$ cat src/rtl/battle_pkg.sv
// battle_pkg: shared move/winner encodings and FSM state type for the battle turn sequencer
package battle_pkg;
  localparam logic [1:0] PUNCH = 2'b00, KICK = 2'b01, BAT = 2'b10, SWORD = 2'b11;
  localparam logic [1:0] WIN_NONE = 2'b00, WIN_PLAYER = 2'b01, WIN_ENEMY = 2'b10;
  typedef enum logic [3:0] {
    S_IDLE, S_P_WAIT, S_P_STRIKE, S_P_DMG, S_E_REQ, S_E_WAIT, S_E_STRIKE, S_E_DMG, S_DONE
  } state_e;
endpackage

$ cat src/rtl/battle_turn_ctrl_hp_pool.sv
// hp_pool: 8-bit HP register with load-to-max, saturating damage apply and an "emptied by dmg_i" flag
//   load_i  : reload MAX_HP (wins over apply_i)
//   apply_i : subtract dmg_i, clamping at zero
//   empty_o : current dmg_i would leave the pool at zero
module hp_pool #(
  parameter logic [7:0] MAX_HP = 8'd100
) (
  input  logic       clk,
  input  logic       rst_n,
  input  logic       load_i,
  input  logic       apply_i,
  input  logic [7:0] dmg_i,
  output logic [7:0] hp_o,
  output logic       empty_o
);
  logic [7:0] hp_q, hp_d;
  assign hp_d    = load_i ? MAX_HP : apply_i ? (hp_q > dmg_i ? hp_q - dmg_i : 8'd0) : hp_q;
  assign empty_o = hp_q <= dmg_i;
  assign hp_o    = hp_q;
  always_ff @(posedge clk or negedge rst_n)
    if (!rst_n) hp_q <= MAX_HP;
    else hp_q <= hp_d;
endmodule

$ cat src/rtl/battle_turn_ctrl.sv
// battle_turn_ctrl: alternates player/enemy turns, issues strike pulses and applies returned damage
//   in : start, p_move_valid/p_move, e_move_valid/e_move, dmg_e/dmg_e_vld, dmg_p/dmg_p_vld
//   out: e_move_req, att_e_en/attack_e, att_p_en/attack_p, hp_p_left, hp_e_left,
//        player_turn, busy, game_over, winner, turn_cnt, dmg_timeout_err
module battle_turn_ctrl
  import battle_pkg::*;
#(
  parameter int unsigned P_MAX_HP    = 100,
  parameter int unsigned E_MAX_HP    = 100,
  parameter int unsigned DMG_TIMEOUT = 15
) (
  input  logic       clk,
  input  logic       rst_n,
  input  logic       start,
  input  logic       p_move_valid,
  input  logic [1:0] p_move,
  output logic       e_move_req,
  input  logic       e_move_valid,
  input  logic [1:0] e_move,
  output logic       att_e_en,
  output logic [1:0] attack_e,
  output logic       att_p_en,
  output logic [1:0] attack_p,
  input  logic [7:0] dmg_e,
  input  logic       dmg_e_vld,
  input  logic [7:0] dmg_p,
  input  logic       dmg_p_vld,
  output logic [7:0] hp_p_left,
  output logic [7:0] hp_e_left,
  output logic       player_turn,
  output logic       busy,
  output logic       game_over,
  output logic [1:0] winner,
  output logic [7:0] turn_cnt,
  output logic       dmg_timeout_err
);
  localparam logic [7:0] TMO_LAST = 8'(DMG_TIMEOUT - 1);
  state_e     state_q;
  logic [1:0] attack_e_q, attack_p_q, winner_q;
  logic [7:0] turn_q, tmo_q;
  logic       err_q;
  logic       load, tmo_hit, apply_e, apply_p, empty_e, empty_p;
  logic [7:0] dmg_e_eff, dmg_p_eff;
  assign load      = start && (state_q == S_IDLE || state_q == S_DONE);
  assign tmo_hit   = tmo_q == TMO_LAST;
  // a timed-out strike is applied as 0 damage
  assign dmg_e_eff = dmg_e_vld ? dmg_e : 8'd0;
  assign dmg_p_eff = dmg_p_vld ? dmg_p : 8'd0;
  assign apply_e   = state_q == S_P_DMG && (dmg_e_vld || tmo_hit);
  assign apply_p   = state_q == S_E_DMG && (dmg_p_vld || tmo_hit);
  hp_pool #(.MAX_HP(8'(E_MAX_HP))) u_pool_e (
    .clk(clk), .rst_n(rst_n), .load_i(load), .apply_i(apply_e),
    .dmg_i(dmg_e_eff), .hp_o(hp_e_left), .empty_o(empty_e)
  );
  hp_pool #(.MAX_HP(8'(P_MAX_HP))) u_pool_p (
    .clk(clk), .rst_n(rst_n), .load_i(load), .apply_i(apply_p),
    .dmg_i(dmg_p_eff), .hp_o(hp_p_left), .empty_o(empty_p)
  );
  always_ff @(posedge clk or negedge rst_n) begin
    if (!rst_n) begin
      state_q    <= S_IDLE;
      attack_e_q <= PUNCH;
      attack_p_q <= PUNCH;
      winner_q   <= WIN_NONE;
      turn_q     <= '0;
      tmo_q      <= '0;
      err_q      <= 1'b0;
    end else begin
      case (state_q)
        S_IDLE, S_DONE: if (start) begin
          state_q  <= S_P_WAIT;
          winner_q <= WIN_NONE;
          turn_q   <= '0;
          err_q    <= 1'b0;
        end
        S_P_WAIT: if (p_move_valid) begin
          attack_e_q <= p_move;
          state_q    <= S_P_STRIKE;
        end
        S_P_STRIKE: begin
          tmo_q   <= '0;
          state_q <= S_P_DMG;
        end
        S_P_DMG: if (apply_e) begin
          state_q <= empty_e ? S_DONE : S_E_REQ;
          if (empty_e) winner_q <= WIN_PLAYER;
          if (!dmg_e_vld) err_q <= 1'b1;
        end else tmo_q <= tmo_q + 8'd1;
        S_E_REQ: state_q <= S_E_WAIT;
        S_E_WAIT: if (e_move_valid) begin
          attack_p_q <= e_move;
          state_q    <= S_E_STRIKE;
        end
        S_E_STRIKE: begin
          tmo_q   <= '0;
          state_q <= S_E_DMG;
        end
        S_E_DMG: if (apply_p) begin
          state_q <= empty_p ? S_DONE : S_P_WAIT;
          if (empty_p) winner_q <= WIN_ENEMY;
          else if (turn_q != 8'hff) turn_q <= turn_q + 8'd1;
          if (!dmg_p_vld) err_q <= 1'b1;
        end else tmo_q <= tmo_q + 8'd1;
        default: state_q <= S_IDLE;
      endcase
    end
  end
  assign e_move_req      = state_q == S_E_REQ;
  assign att_e_en        = state_q == S_P_STRIKE;
  assign att_p_en        = state_q == S_E_STRIKE;
  assign attack_e        = attack_e_q;
  assign attack_p        = attack_p_q;
  assign player_turn     = state_q == S_P_WAIT || state_q == S_P_STRIKE || state_q == S_P_DMG;
  assign busy            = state_q != S_IDLE && state_q != S_DONE;
  assign game_over       = state_q == S_DONE;
  assign winner          = winner_q;
  assign turn_cnt        = turn_q;
  assign dmg_timeout_err = err_q;
endmodule

$ cat config.mk
export PLATFORM = sky130hd
export DESIGN_NAME = battle_turn_ctrl
export DESIGN_NICKNAME = d
export VERILOG_FILES = /design/src/rtl/battle_pkg.sv /design/src/rtl/battle_turn_ctrl_hp_pool.sv /design/src/rtl/battle_turn_ctrl.sv
export SDC_FILE = /design/constraint.sdc
export NUM_CORES = 1
export LEC_CHECK = 0
export ABC_AREA = 1
export CAP_MARGIN = 5
export CORE_AREA = 2 2 81 83
export CTS_CLUSTER_SIZE = 10
export DETAILED_ROUTE_END_ITERATION = 16
export DIE_AREA = 0 0 83 85
export PLACE_DENSITY_LB_ADDON = 0.3
export SLEW_MARGIN = 15
export SYNTH_ARGS = -nofsm -noshare
export SYNTH_HDL_FRONTEND = slang
export SYNTH_SLANG_ARGS = --single-unit
$ cat constraint.sdc
create_clock -name clk -period 2.3 [get_ports clk]
set_input_delay 0.46 -clock clk [delete_from_list [all_inputs] [get_ports clk]]
set_output_delay 0.46 -clock clk [all_outputs]
set_load 0.05 [all_outputs]
==> results of run 1 <==
-- how the worst max path moves through the flow --
stage / start / to / slack, ns / depth (start not counted)
6_report: dmg_e[0] / state_q[3]$_DFFE_PN0P_ / 0.09 / 15
3_5_place_dp: dmg_p_vld / winner[0]$_DFFE_PN0P_ / -0.29 / 15
3_3_place_gp: dmg_p_vld / u_pool_p.hp_o[4]$_DFFE_PN0P_ / -0.24 / 13
4_1_cts: dmg_p_vld / u_pool_p.hp_o[4]$_DFFE_PN0P_ / 0.03 / 13
5_1_grt: dmg_p[0] / turn_cnt[3]$_DFFE_PN0P_ / 0.003 / 16
2_1_floorplan: dmg_p_vld / turn_cnt[7]$_DFFE_PN0P_ / 0.002 / 16
-- state kept, by name, indices dropped and copies added, names as in the netlist --
| signal | count |
|---|---|
| tmo_q | 8 |
| attack_p | 2 |
| turn_cnt | 8 |
| winner | 2 |
| state_q | 4 |
| u_pool_p.hp_o | 8 |
| attack_e | 2 |
| u_pool_e.hp_o | 8 |
| dmg_timeout_err | 1 |
-- kinds of logic (layout without fill, tap and decap cells) --
logic type      after synthesis  count (layout)  share of synthesized area, %
simple gates                244             244                         37.02
buf+inv                      56             154                         7.428
compound gates               49              49                         8.985
flops                        43              43                         34.58
fa+ha+maj                    21              21                         8.866
xor+xnor                      6               6                         1.678
mux                           4               4                         1.438
-- cells in the final DEF, fill, tap and decap left out, types with 6 or more instances in the layout --
cell and count:
sky130_fd_sc_hd__nand4_1 9, sky130_fd_sc_hd__clkdlybuf4s50_1 54, sky130_fd_sc_hd__nand3_1 30, sky130_fd_sc_hd__dfstp_2 6, sky130_fd_sc_hd__a21oi_1 21, sky130_fd_sc_hd__nand2_1 137
sky130_fd_sc_hd__or2_2 7, sky130_fd_sc_hd__o21ai_0 6, sky130_fd_sc_hd__o21ai_1 10, sky130_fd_sc_hd__clkbuf_8 6, sky130_fd_sc_hd__dfrtp_1 37, sky130_fd_sc_hd__nand2_2 11
sky130_fd_sc_hd__ha_1 19, sky130_fd_sc_hd__nor2_1 22, sky130_fd_sc_hd__inv_1 47, sky130_fd_sc_hd__buf_4 32
-- cell type report --
cell class,count,share of cell area (%)
multi-input combinational,324,43.10
inverter,51,4.492
clock buffer,6,1.938
clock inverter,2,0.8221
timing repair buffer,95,21.96
sequential,43,25.43
tap,77,2.261
-- routing by layer --
layer  global-route usage, %  vias to the layer above  wire length [um]
met5                       0                        -                 0
met4                   7.601                        0                94
li1                        -                     1565                 -
met1                   27.63                     1451              3388
met2                   41.42                       84              4016
met3                   3.307                       12               330
-- power breakdown --
part / leakage (nW) / switching (W) / internal, W
clock network: 0.0612 / 0.000273 / 0.000352
logic: 1.54 / 0.00218 / 0.00141
registers: 0.558 / 0.000229 / 0.00103
-- through the flow --
step                area (um2)  std cells  setup WS (ns)
detailed placement        4094        589        -0.2904
global placement          4094        589        -0.2449
CTS                       4217        597        0.03122
global route              4262        598       0.003056
finish                    4262        598        0.08542
floorplan                 3133        423       0.001692
-- timing repair --
| action | in CTS | in global routing |
|---|---|---|
| cloned | 0 | 1 |
| pin swaps | 0 | 2 |
| endpoints found under the setup margin | 1 | 24 |
| gates resized for setup | 1 | 7 |
-- worst max-delay path, delay by kind of cell --
family	cells	cell delay, ns
simple gates	9	0.75
buf+inv	3	0.62
fa+ha+maj	2	0.53
compound gates	1	0.08
==> impl_results.rst, run 1 <==
.. list-table::
   :header-rows: 1

   * - Metric
     - Value
   * - Status
     - finished clean
   * - Synth cell count leaders
     - 138 x sky130_fd_sc_hd__nand2_1, 47 x sky130_fd_sc_hd__inv_1, 37 x sky130_fd_sc_hd__dfrtp_1
   * - Class of the most critical setup path
     - in -> reg
   * - Category of the worst setup path launch point
     - primary input
   * - Reg-to-reg setup timing slack
     - 0.36 ns
   * - YS warnings
     - 0
   * - Post-synth design cell area
     - 0.003133 mm2
   * - Maximum Capacitance Violations
     - 0
   * - Power density over cell area
     - 1282 mW/mm2
   * - Critical register-to-register path startpoint
     - u_pool_p.hp_o[0]$_DFFE_PN0P_
   * - Global-route congestion overflow total
     - 0
   * - Total routing usage reported by global routing
     - 22.74%
   * - CTS H-tree lvls
     - 2
   * - FF/Latch Area
     - 0.001084 mm2
   * - Count of hold-fix buffers inserted at cts
     - 0
   * - Count of state elements after synthesis
     - 43
   * - Height of the chip
     - 85 um
   * - Leakage power summed over all cells
     - 2.156 nW
   * - Number of port buffers
     - 63
   * - Post-route clock period utilization
     - 96.29%
   * - Post-synth net total
     - 471
   * - Arr. time, crit path
     - 2.44 ns
   * - Via density
     - 5.204
   * - Number of enable flip-flop cells after synthesis
     - 0
   * - Worst min path class
     - in -> async
   * - Clock Pin Slew Worst Setup and Hold Paths
     - 0.08 ns
   * - Critical path required time
     - 2.53 ns
   * - Synth-to-layout area growth
     - 36.02%
   * - Drt pass-1 iters
     - 4
   * - Residual DRC count
     - 0
   * - Cell type with the highest occurrence count on the critical path
     - sky130_fd_sc_hd__nand2_1
   * - Area of the core
     - 0.006205 mm2
   * - Clk Latency, worst-skew pair
     - 0.30 ns
   * - Share of layout cells above drive strength 1
     - 20.54%
   * - Sink count of the clock tree
     - 43
   * - Synth cell types
     - 33
   * - Routability congestion estimate
     - 0.8815
   * - Final setup violation count
     - 0
   * - Filler cells
     - 512
   * - Post-CTS setup-driven buffer insertion count
     - 0
   * - Smallest hold slack
     - 0.1292 ns
   * - Via count of the first global-routing pass
     - 3117
   * - Global-route wire length before repair
     - 13.43 mm
   * - Starting Density
     - 50.49%
   * - Total Neg Setup Slack
     - 0 ns
   * - Die boundary width
     - 83 um
   * - Most used standard cell by instance count after synthesis
     - sky130_fd_sc_hd__nand2_1
   * - Max incr delay on CP
     - 0.50 ns
   * - Buffer depth of the longest clock path
     - 2
   * - Total power
     - 0.005465 W
   * - CP max-delay cell
     - sky130_fd_sc_hd__clkdlybuf4s50_1
   * - Final antenna diode count
     - 0
   * - Root buffer cell
     - sky130_fd_sc_hd__clkbuf_8
   * - Final core utilization
     - 68.68%
   * - TritonCTS buffer count
     - 5
   * - Final Routed Wirelength
     - 7.830 mm
   * - Fmax
     - 451.6 MHz
   * - Post-Synthesis Cells
     - 423
   * - Area share of the largest cell type after synthesis
     - 29.55%
   * - Clock tree from TritonCTS
     - yes
   * - Top post-synthesis cells by area
     - sky130_fd_sc_hd__dfrtp_1 30%, sky130_fd_sc_hd__nand2_1 17%, sky130_fd_sc_hd__ha_1 7.6%, sky130_fd_sc_hd__inv_1 5.6%, sky130_fd_sc_hd__nand3_1 5.1%
   * - DR vias
     - 3112
   * - Worst setup EP type
     - flip-flop
   * - Unrepaired setup endpoints after global routing
     - no
   * - Drt initial violations
     - 134
   * - Largest net degree at the start of global routing
     - 25
   * - Average detailed-routed wire length per instance
     - 13.09 um
   * - Average footprint of a synthesized cell
     - 7.407 um2
   * - Share of synthesized area occupied by flip-flops and latches
     - 34.58%
   * - Number of I/O pins
     - 64
   * - Number of placement rows
     - 29
   * - Number of pins exceeding their max-slew limit in the final report
     - 0
   * - Die area
     - 0.007055 mm2
   * - Area occupied by multi-input gates
     - 0.001837 mm2
   * - Pin slew with the least headroom to its limit
     - 0.5282 ns
   * - Headroom to the max-slew limit
     - 64.78%
   * - Final Hold Fails
     - 0
   * - Worst Reg-to-Reg Cells
     - 14
   * - Synth async-reset ratio
     - 100.0%
   * - Minimum clock period
     - 2.215 ns
   * - Number of antenna violations at the first check in global routing
     - 0
   * - Cell chain of the critical path
     - clkdlybuf4s50_1 > nand2_1 > inv_1 > ha_1 > inv_1 > fa_1 > nand3_1 > nand2_1 > nand2_1 > nand2_1 > nand2_2 > nand2_1 > nand2_1 > nand2_1 > o21ai_1
   * - Largest clock skew in the final design
     - 0.004328 ns
   * - R2R Path End
     - state_q[3]$_DFFE_PN0P_
   * - Post-route ant nets
     - 0
   * - Largest area contributor in the netlist
     - sky130_fd_sc_hd__dfrtp_1
   * - Fin nets
     - 568
   * - Post-detailed-placement half-perimeter wirelength
     - 6.071 mm
   * - Worst ir drop on vdd
     - 0.0008458 V
   * - Main synth FF type
     - sky130_fd_sc_hd__dfrtp_1
   * - Worst-path maximum fanout
     - 5
Power figures use the tool's default switching activity.
==> run 2, diff against run 1 <==
- CORE_AREA: 2 2 81 83 -> 2 2 96 70
- DIE_AREA: 0 0 83 85 -> 0 0 98 72
==> run 2 against run 1 <==
- sequential power about the same
- sequential share of layout area up 0.20 points
- highest routed layer unchanged
- worst setup slack worse by 0.020 ns
- via count down 1.5%
- routed wire length up 3.5%
- critical path depth unchanged
- non-clock buffer count down 1
- clock-buffer cell count up 1
- clock power down 22%
- global-route usage up 0.88 points
- first-iteration DRC count up 37%
==> impl_results.rst, run 2 (same netlist as run 1, synthesis figures left out) <==
.. list-table::
   :header-rows: 1

   * - Metric
     - Value
   * - Reg-to-reg setup timing slack
     - 0.32 ns
   * - Worst-path maximum fanout
     - 5
   * - Worst Reg-to-Reg Cells
     - 13
   * - Arr. time, crit path
     - 2.43 ns
   * - Commonest non-fill, non-tap cells in the layout
     - 134 x sky130_fd_sc_hd__nand2_1, 55 x sky130_fd_sc_hd__clkdlybuf4s50_1, 46 x sky130_fd_sc_hd__inv_1, 37 x sky130_fd_sc_hd__dfrtp_1, 31 x sky130_fd_sc_hd__buf_4
   * - Category of the worst setup path launch point
     - primary input
   * - Share of layout cells above drive strength 1
     - 21.54%
   * - Most common library cell in the layout ignoring fill and taps
     - sky130_fd_sc_hd__nand2_1
   * - Buffer depth of the longest clock path
     - 2
   * - Fmax
     - 447.6 MHz
   * - Synth-to-layout area growth
     - 34.98%
   * - Clk Latency, worst-skew pair
     - 0.31 ns
   * - Drt pass-1 iters
     - 4
   * - Number of pins exceeding their max-slew limit in the final report
     - 0
   * - Smallest hold slack
     - 0.1155 ns
   * - Final core utilization
     - 69.38%
   * - Global-route wire length before repair
     - 13.40 mm
   * - Final Hold Fails
     - 0
   * - Number of port buffers
     - 63
   * - Maximum Capacitance Violations
     - 0
   * - Via density
     - 5.124
   * - Post-detailed-placement half-perimeter wirelength
     - 6.442 mm
   * - Worst min path class
     - in -> async
   * - Die area
     - 0.007056 mm2
   * - Number of placement rows
     - 24
   * - Clock tree from TritonCTS
     - yes
   * - Power density over cell area
     - 1265 mW/mm2
   * - Total routing usage reported by global routing
     - 23.62%
   * - Final critical-path setup slack
     - 0.06575 ns
   * - Via count of the first global-routing pass
     - 2866
   * - DR vias
     - 3064
   * - Worst ir drop on vdd
     - 0.0006534 V
   * - Minimum clock period
     - 2.234 ns
   * - Largest net degree at the start of global routing
     - 24
   * - Class of the most critical setup path
     - in -> reg
   * - Pin slew with the least headroom to its limit
     - 0.5139 ns
   * - CTS H-tree lvls
     - 2
   * - Number of antenna violations at the first check in global routing
     - 0
   * - Area of the core
     - 0.006096 mm2
   * - Final Routed Wirelength
     - 8.103 mm
   * - Residual DRC count
     - 0
   * - Drt initial violations
     - 184
   * - Setup slack after placement
     - -0.3005 ns
   * - Critical register-to-register path startpoint
     - u_pool_p.hp_o[0]$_DFFE_PN0P_
   * - Starting Density
     - 51.40%
   * - Fin nets
     - 567
   * - Post-route clock period utilization
     - 97.14%
   * - Critical path required time
     - 2.50 ns
   * - Post-route ant nets
     - 0
   * - Number of I/O pins
     - 64
   * - R2R Path End
     - u_pool_p.hp_o[3]$_DFFE_PN0P_
   * - Global-route congestion overflow total
     - 0
   * - Average detailed-routed wire length per instance
     - 13.55 um
   * - Die boundary width
     - 98 um
   * - Routability congestion estimate
     - 0.8588
   * - TritonCTS buffer count
     - 5
   * - Sink count of the clock tree
     - 43
   * - Final setup violation count
     - 0
   * - Worst setup EP type
     - flip-flop
   * - Leakage power summed over all cells
     - 2.116 nW
   * - Largest clock skew in the final design
     - 0.01274 ns
   * - Root buffer cell
     - sky130_fd_sc_hd__clkbuf_8
   * - Height of the chip
     - 72 um
   * - Final antenna diode count
     - 0
   * - Headroom to the max-slew limit
     - 65.74%
   * - Status
     - finished clean
   * - Clock Pin Slew Worst Setup and Hold Paths
     - 0.09 ns
==> run 2: changes by cell type in the layout (fill, tap and decap cells not counted), moves of 2 or more <==
cell / previous run / this run
sky130_fd_sc_hd__nand2_1: 137 / 134
sky130_fd_sc_hd__ha_1: 19 / 17
sky130_fd_sc_hd__nand2_2: 11 / 15
sky130_fd_sc_hd__clkbuf_1: 0 / 2
==> run 2: area by class of cell <==
class	count	area, um2
clock buffers	7	76.32
flip-flops and latches	43	1084
inverters	51	191.4
fillers	514	1867
clock inverters	1	5.005
repair buffers	94	912.1
multi-input cells	324	1863
well taps	78	97.59
==> run 2: what timing repair did <==
item | CTS | global route
endpoints found under the setup margin | 0 | 27
resized for setup | 0 | 15
hold buffers | 0 | 0
hold endpoints to repair | 0 | 0
setup buffers | 0 | 1
==> run 2: per-layer routing <==
metal | vias to the layer above | wire length [um] | track usage [%]
met2 | 89 | 3721 | 37.52
met5 | - | 0 | 0
met4 | 0 | 44 | 4.938
met3 | 4 | 482 | 4.913
li1 | 1559 | - | -
met1 | 1412 | 3854 | 33.82
==> run 2: worst max path at each step <==
stage                              endpoint      start  depth (start not counted)
5_1_grt        u_pool_p.hp_o[3]$_DFFE_PN0P_  dmg_p_vld                         15
6_report       u_pool_p.hp_o[3]$_DFFE_PN0P_  dmg_p_vld                         15
3_5_place_dp          winner[0]$_DFFE_PN0P_  dmg_p_vld                         15
3_3_place_gp          winner[1]$_DFFE_PN0P_  dmg_p_vld                         15
4_1_cts               winner[0]$_DFFE_PN0P_  dmg_p_vld                         15
2_1_floorplan       turn_cnt[7]$_DFFE_PN0P_  dmg_p_vld                         16
==> run 2: report_power, final <==
part	total, W	switching (W)	internal (W)
logic	0.00360	0.00222	0.00138
registers	0.00126	0.000238	0.00103
clock network	0.000485	0.000272	0.000214
total	0.00535	0.00273	0.00262
==> run 2: metrics by stage <==
step | setup TNS, ns | total power [W] | std cells | cell area (um2)
finish | 0 | 0.005348 | 598 | 4229
global route | -0.04860 | 0.005726 | 598 | 4229
CTS | 0 | 0.005253 | 597 | 4169
detailed placement | -6.097 | 0.004756 | 589 | 4088
global placement | -5.168 | 0.004656 | 589 | 4088
floorplan | 0 | 0.003571 | 423 | 3133
==> run 2: critical path, stage by stage <==
cell	delay, ns
sky130_fd_sc_hd__clkdlybuf4s50_1	0.48
sky130_fd_sc_hd__nand2_1	0.07
sky130_fd_sc_hd__inv_1	0.06
sky130_fd_sc_hd__ha_2	0.18
sky130_fd_sc_hd__inv_2	0.05
sky130_fd_sc_hd__fa_2	0.37
sky130_fd_sc_hd__nand3_2	0.08
sky130_fd_sc_hd__nand2_2	0.08
sky130_fd_sc_hd__nand2_2	0.07
sky130_fd_sc_hd__nand2_2	0.05
sky130_fd_sc_hd__nand2_2	0.09
sky130_fd_sc_hd__buf_6	0.11
sky130_fd_sc_hd__nor2_4	0.05
sky130_fd_sc_hd__o211ai_1	0.14
sky130_fd_sc_hd__nand2_1	0.09
==> run 3, diff against run 2 <==
- CORE_AREA: 2 2 96 70 -> 4 4 98 72
- DIE_AREA: 0 0 98 72 -> 0 0 102 76
- GPL_ROUTABILITY_DRIVEN: unset -> 1
==> run 3 against run 2 <==
- clock skew shrank 0.0064 ns
- worst setup slack got worse by 0.064 ns
- die area increased by 9.9%
- largest cell class unchanged
- register-to-register slack worse by 0.05 ns
- maximum frequency is 2.8% lower
- utilization grew 0.42 points
- combinational power rose by 2%
- sequential share of layout area decreased by 0.28 points
- via count is 2.3% higher
- critical path depth unchanged
- non-clock buffer count rose by 2
- critical endpoint unchanged
==> impl_results.rst, run 3 (same netlist as run 1, synthesis figures left out) <==
.. list-table::
   :header-rows: 1

   * - Metric
     - Value
   * - Status
     - finished clean
   * - Reg-to-reg setup timing slack
     - 0.27 ns
   * - Residual DRC count
     - 0
   * - Maximum Capacitance Violations
     - 0
   * - Cell chain of the critical path
     - clkdlybuf4s50_1 > nand2_1 > inv_1 > ha_2 > inv_1 > fa_2 > nand3_1 > nand2_2 > nand2_1 > nand2_1 > nand2_2 > buf_4 > nor2_4 > o211ai_1 > nand2_1
   * - Drt initial violations
     - 162
   * - Worst-path maximum fanout
     - 5
   * - DR vias
     - 3134
   * - Die area
     - 0.007752 mm2
   * - R2R Path End
     - u_pool_p.hp_o[3]$_DFFE_PN0P_
   * - Number of I/O pins
     - 64
   * - Post-detailed-placement half-perimeter wirelength
     - 6.520 mm
   * - Total routing usage reported by global routing
     - 21.45%
   * - Root buffer cell
     - sky130_fd_sc_hd__clkbuf_8
   * - Area post-placement
     - 0.004090 mm2
   * - Number of pins exceeding their max-slew limit in the final report
     - 0
   * - Total Neg Setup Slack
     - 0 ns
   * - Commonest non-fill, non-tap cells in the layout
     - 136 x sky130_fd_sc_hd__nand2_1, 54 x sky130_fd_sc_hd__clkdlybuf4s50_1, 47 x sky130_fd_sc_hd__inv_1, 37 x sky130_fd_sc_hd__dfrtp_1, 34 x sky130_fd_sc_hd__buf_4
   * - Drt pass-1 iters
     - 5
   * - Number of port buffers
     - 63
   * - Largest clock skew in the final design
     - 0.006343 ns
   * - Final Hold Fails
     - 0
   * - Final antenna diode count
     - 0
   * - Via density
     - 5.223
   * - Die boundary width
     - 102 um
   * - Number of placement rows
     - 24
   * - Post-route ant nets
     - 0
   * - Worst Reg-to-Reg Cells
     - 13
   * - Class of the most critical setup path
     - in -> reg
   * - TritonCTS buffer count
     - 5
   * - Critical path required time
     - 2.48 ns
   * - Final critical-path setup slack
     - 0.001993 ns
   * - Worst ir drop on vdd
     - 0.0006513 V
   * - Fin nets
     - 569
   * - Category of the worst setup path launch point
     - primary input
   * - Post-CTS setup-driven buffer insertion count
     - 0
   * - CTS H-tree lvls
     - 2
   * - Area of the core
     - 0.006126 mm2
   * - Critical register-to-register path startpoint
     - u_pool_p.hp_o[0]$_DFFE_PN0P_
   * - Headroom to the max-slew limit
     - 64.95%
   * - Clock Pin Slew Worst Setup and Hold Paths
     - 0.09 ns
   * - Count of non-filler cells in the finished layout
     - 600
   * - Minimum clock period
     - 2.298 ns
   * - Most common library cell in the layout ignoring fill and taps
     - sky130_fd_sc_hd__nand2_1
   * - CP max-delay cell
     - sky130_fd_sc_hd__clkdlybuf4s50_1
   * - Average detailed-routed wire length per instance
     - 14.13 um
   * - Routability congestion estimate
     - 0.9509
   * - Power density over cell area
     - 1273 mW/mm2
   * - Number of placed cells counting well taps
     - 591
   * - Post-route clock period utilization
     - 99.91%
   * - Global-route congestion overflow total
     - 0
   * - Final Routed Wirelength
     - 8.479 mm
   * - Clock tree from TritonCTS
     - yes
   * - Pin slew with the least headroom to its limit
     - 0.5258 ns
   * - Global-route wire length before repair
     - 13.54 mm
   * - Buffer depth of the longest clock path
     - 2
   * - Number of antenna violations at the first check in global routing
     - 0
   * - Max incr delay on CP
     - 0.46 ns
   * - Final setup violation count
     - 0
   * - Sink count of the clock tree
     - 43
   * - Starting Density
     - 51.14%
   * - Worst setup EP type
     - flip-flop
   * - Fin area
     - 0.004275 mm2
   * - Setup slack after placement
     - -0.3429 ns
   * - Worst min path class
     - in -> async
   * - Unrepaired setup endpoints after global routing
     - yes
   * - Synth-to-layout area growth
     - 36.46%
   * - Leakage power summed over all cells
     - 2.145 nW
   * - Cell type with the highest occurrence count on the critical path
     - sky130_fd_sc_hd__nand2_1
   * - Arr. time, crit path
     - 2.48 ns
   * - Via count of the first global-routing pass
     - 2899
   * - Largest net degree at the start of global routing
     - 22
   * - Fmax
     - 435.2 MHz
   * - Share of layout cells above drive strength 1
     - 21.65%
   * - Height of the chip
     - 76 um
   * - Clk Latency, worst-skew pair
     - 0.30 ns
==> run 3: critical path: cells and delay by family <==
family	cells	cell delay, ns
buffers and inverters	4	0.74
AO/OA/AOI/OAI	1	0.12
adder cells (fa/ha/maj)	2	0.52
AND/OR/NAND/NOR	8	0.66
==> run 3: how the worst max path moves through the flow <==
stage                         start                           end  slack, ns  cells past startpoint
after floorplan           dmg_p_vld       turn_cnt[7]$_DFFE_PN0P_      0.002                     16
after detailed placement  dmg_p_vld        state_q[0]$_DFFE_PN0P_      -0.34                     15
after global routing       dmg_p[0]  u_pool_p.hp_o[3]$_DFFE_PN0P_      -0.06                     15
final                      dmg_p[0]  u_pool_p.hp_o[3]$_DFFE_PN0P_      0.002                     15
after global placement    dmg_p_vld         winner[1]$_DFFE_PN0P_      -0.28                     15
after CTS                 dmg_p_vld       turn_cnt[6]$_DFFE_PN0P_      0.006                     16
==> run 3: timing repair <==
item / in CTS / in global routing
endpoints found under the setup margin: 12 / 29
gates cloned: 0 / 1
hold buffers: 0 / 0
endpoints found under the hold margin: 0 / 0
gates resized for setup: 2 / 14
pin swaps: 1 / 5
==> run 3: final cells by class <==
cell class / instances / area, um2
multi-input cells: 324 / 1887
fillers: 521 / 1851
flip-flops and latches: 43 / 1084
repair buffers: 96 / 930.9
inverters: 51 / 191.4
well taps: 78 / 97.59
clock buffers: 6 / 72.57
clock inverters: 2 / 12.51
==> run 3: stage by stage <==
stage                     utilization [%]  hold slack, ns  total power [W]
after global placement              66.77          0.4613         0.004699
final                               69.79          0.1261         0.005444
after CTS                           68.28          0.1380         0.005308
after floorplan                         -          0.1644         0.003571
after global routing                69.79          0.1462         0.005819
after detailed placement            66.77          0.4633         0.004789
==> run 3: routing by layer <==
metal	vias to the layer above	global-route usage, %	routed length [um]	part of all wire (%)
met5	-	0	0	0
met4	0	4.587	96	1.1
met3	13	3.843	527	6.2
met2	98	34.57	3928	46
met1	1454	30.07	3927	46
li1	1569	-	-	-
==> run 3: where the power goes <==
part | switching (W) | internal (W)
combinational | 0.00225 | 0.00143
sequential | 0.000243 | 0.00103
clock | 0.000279 | 0.000213
total | 0.00277 | 0.00267
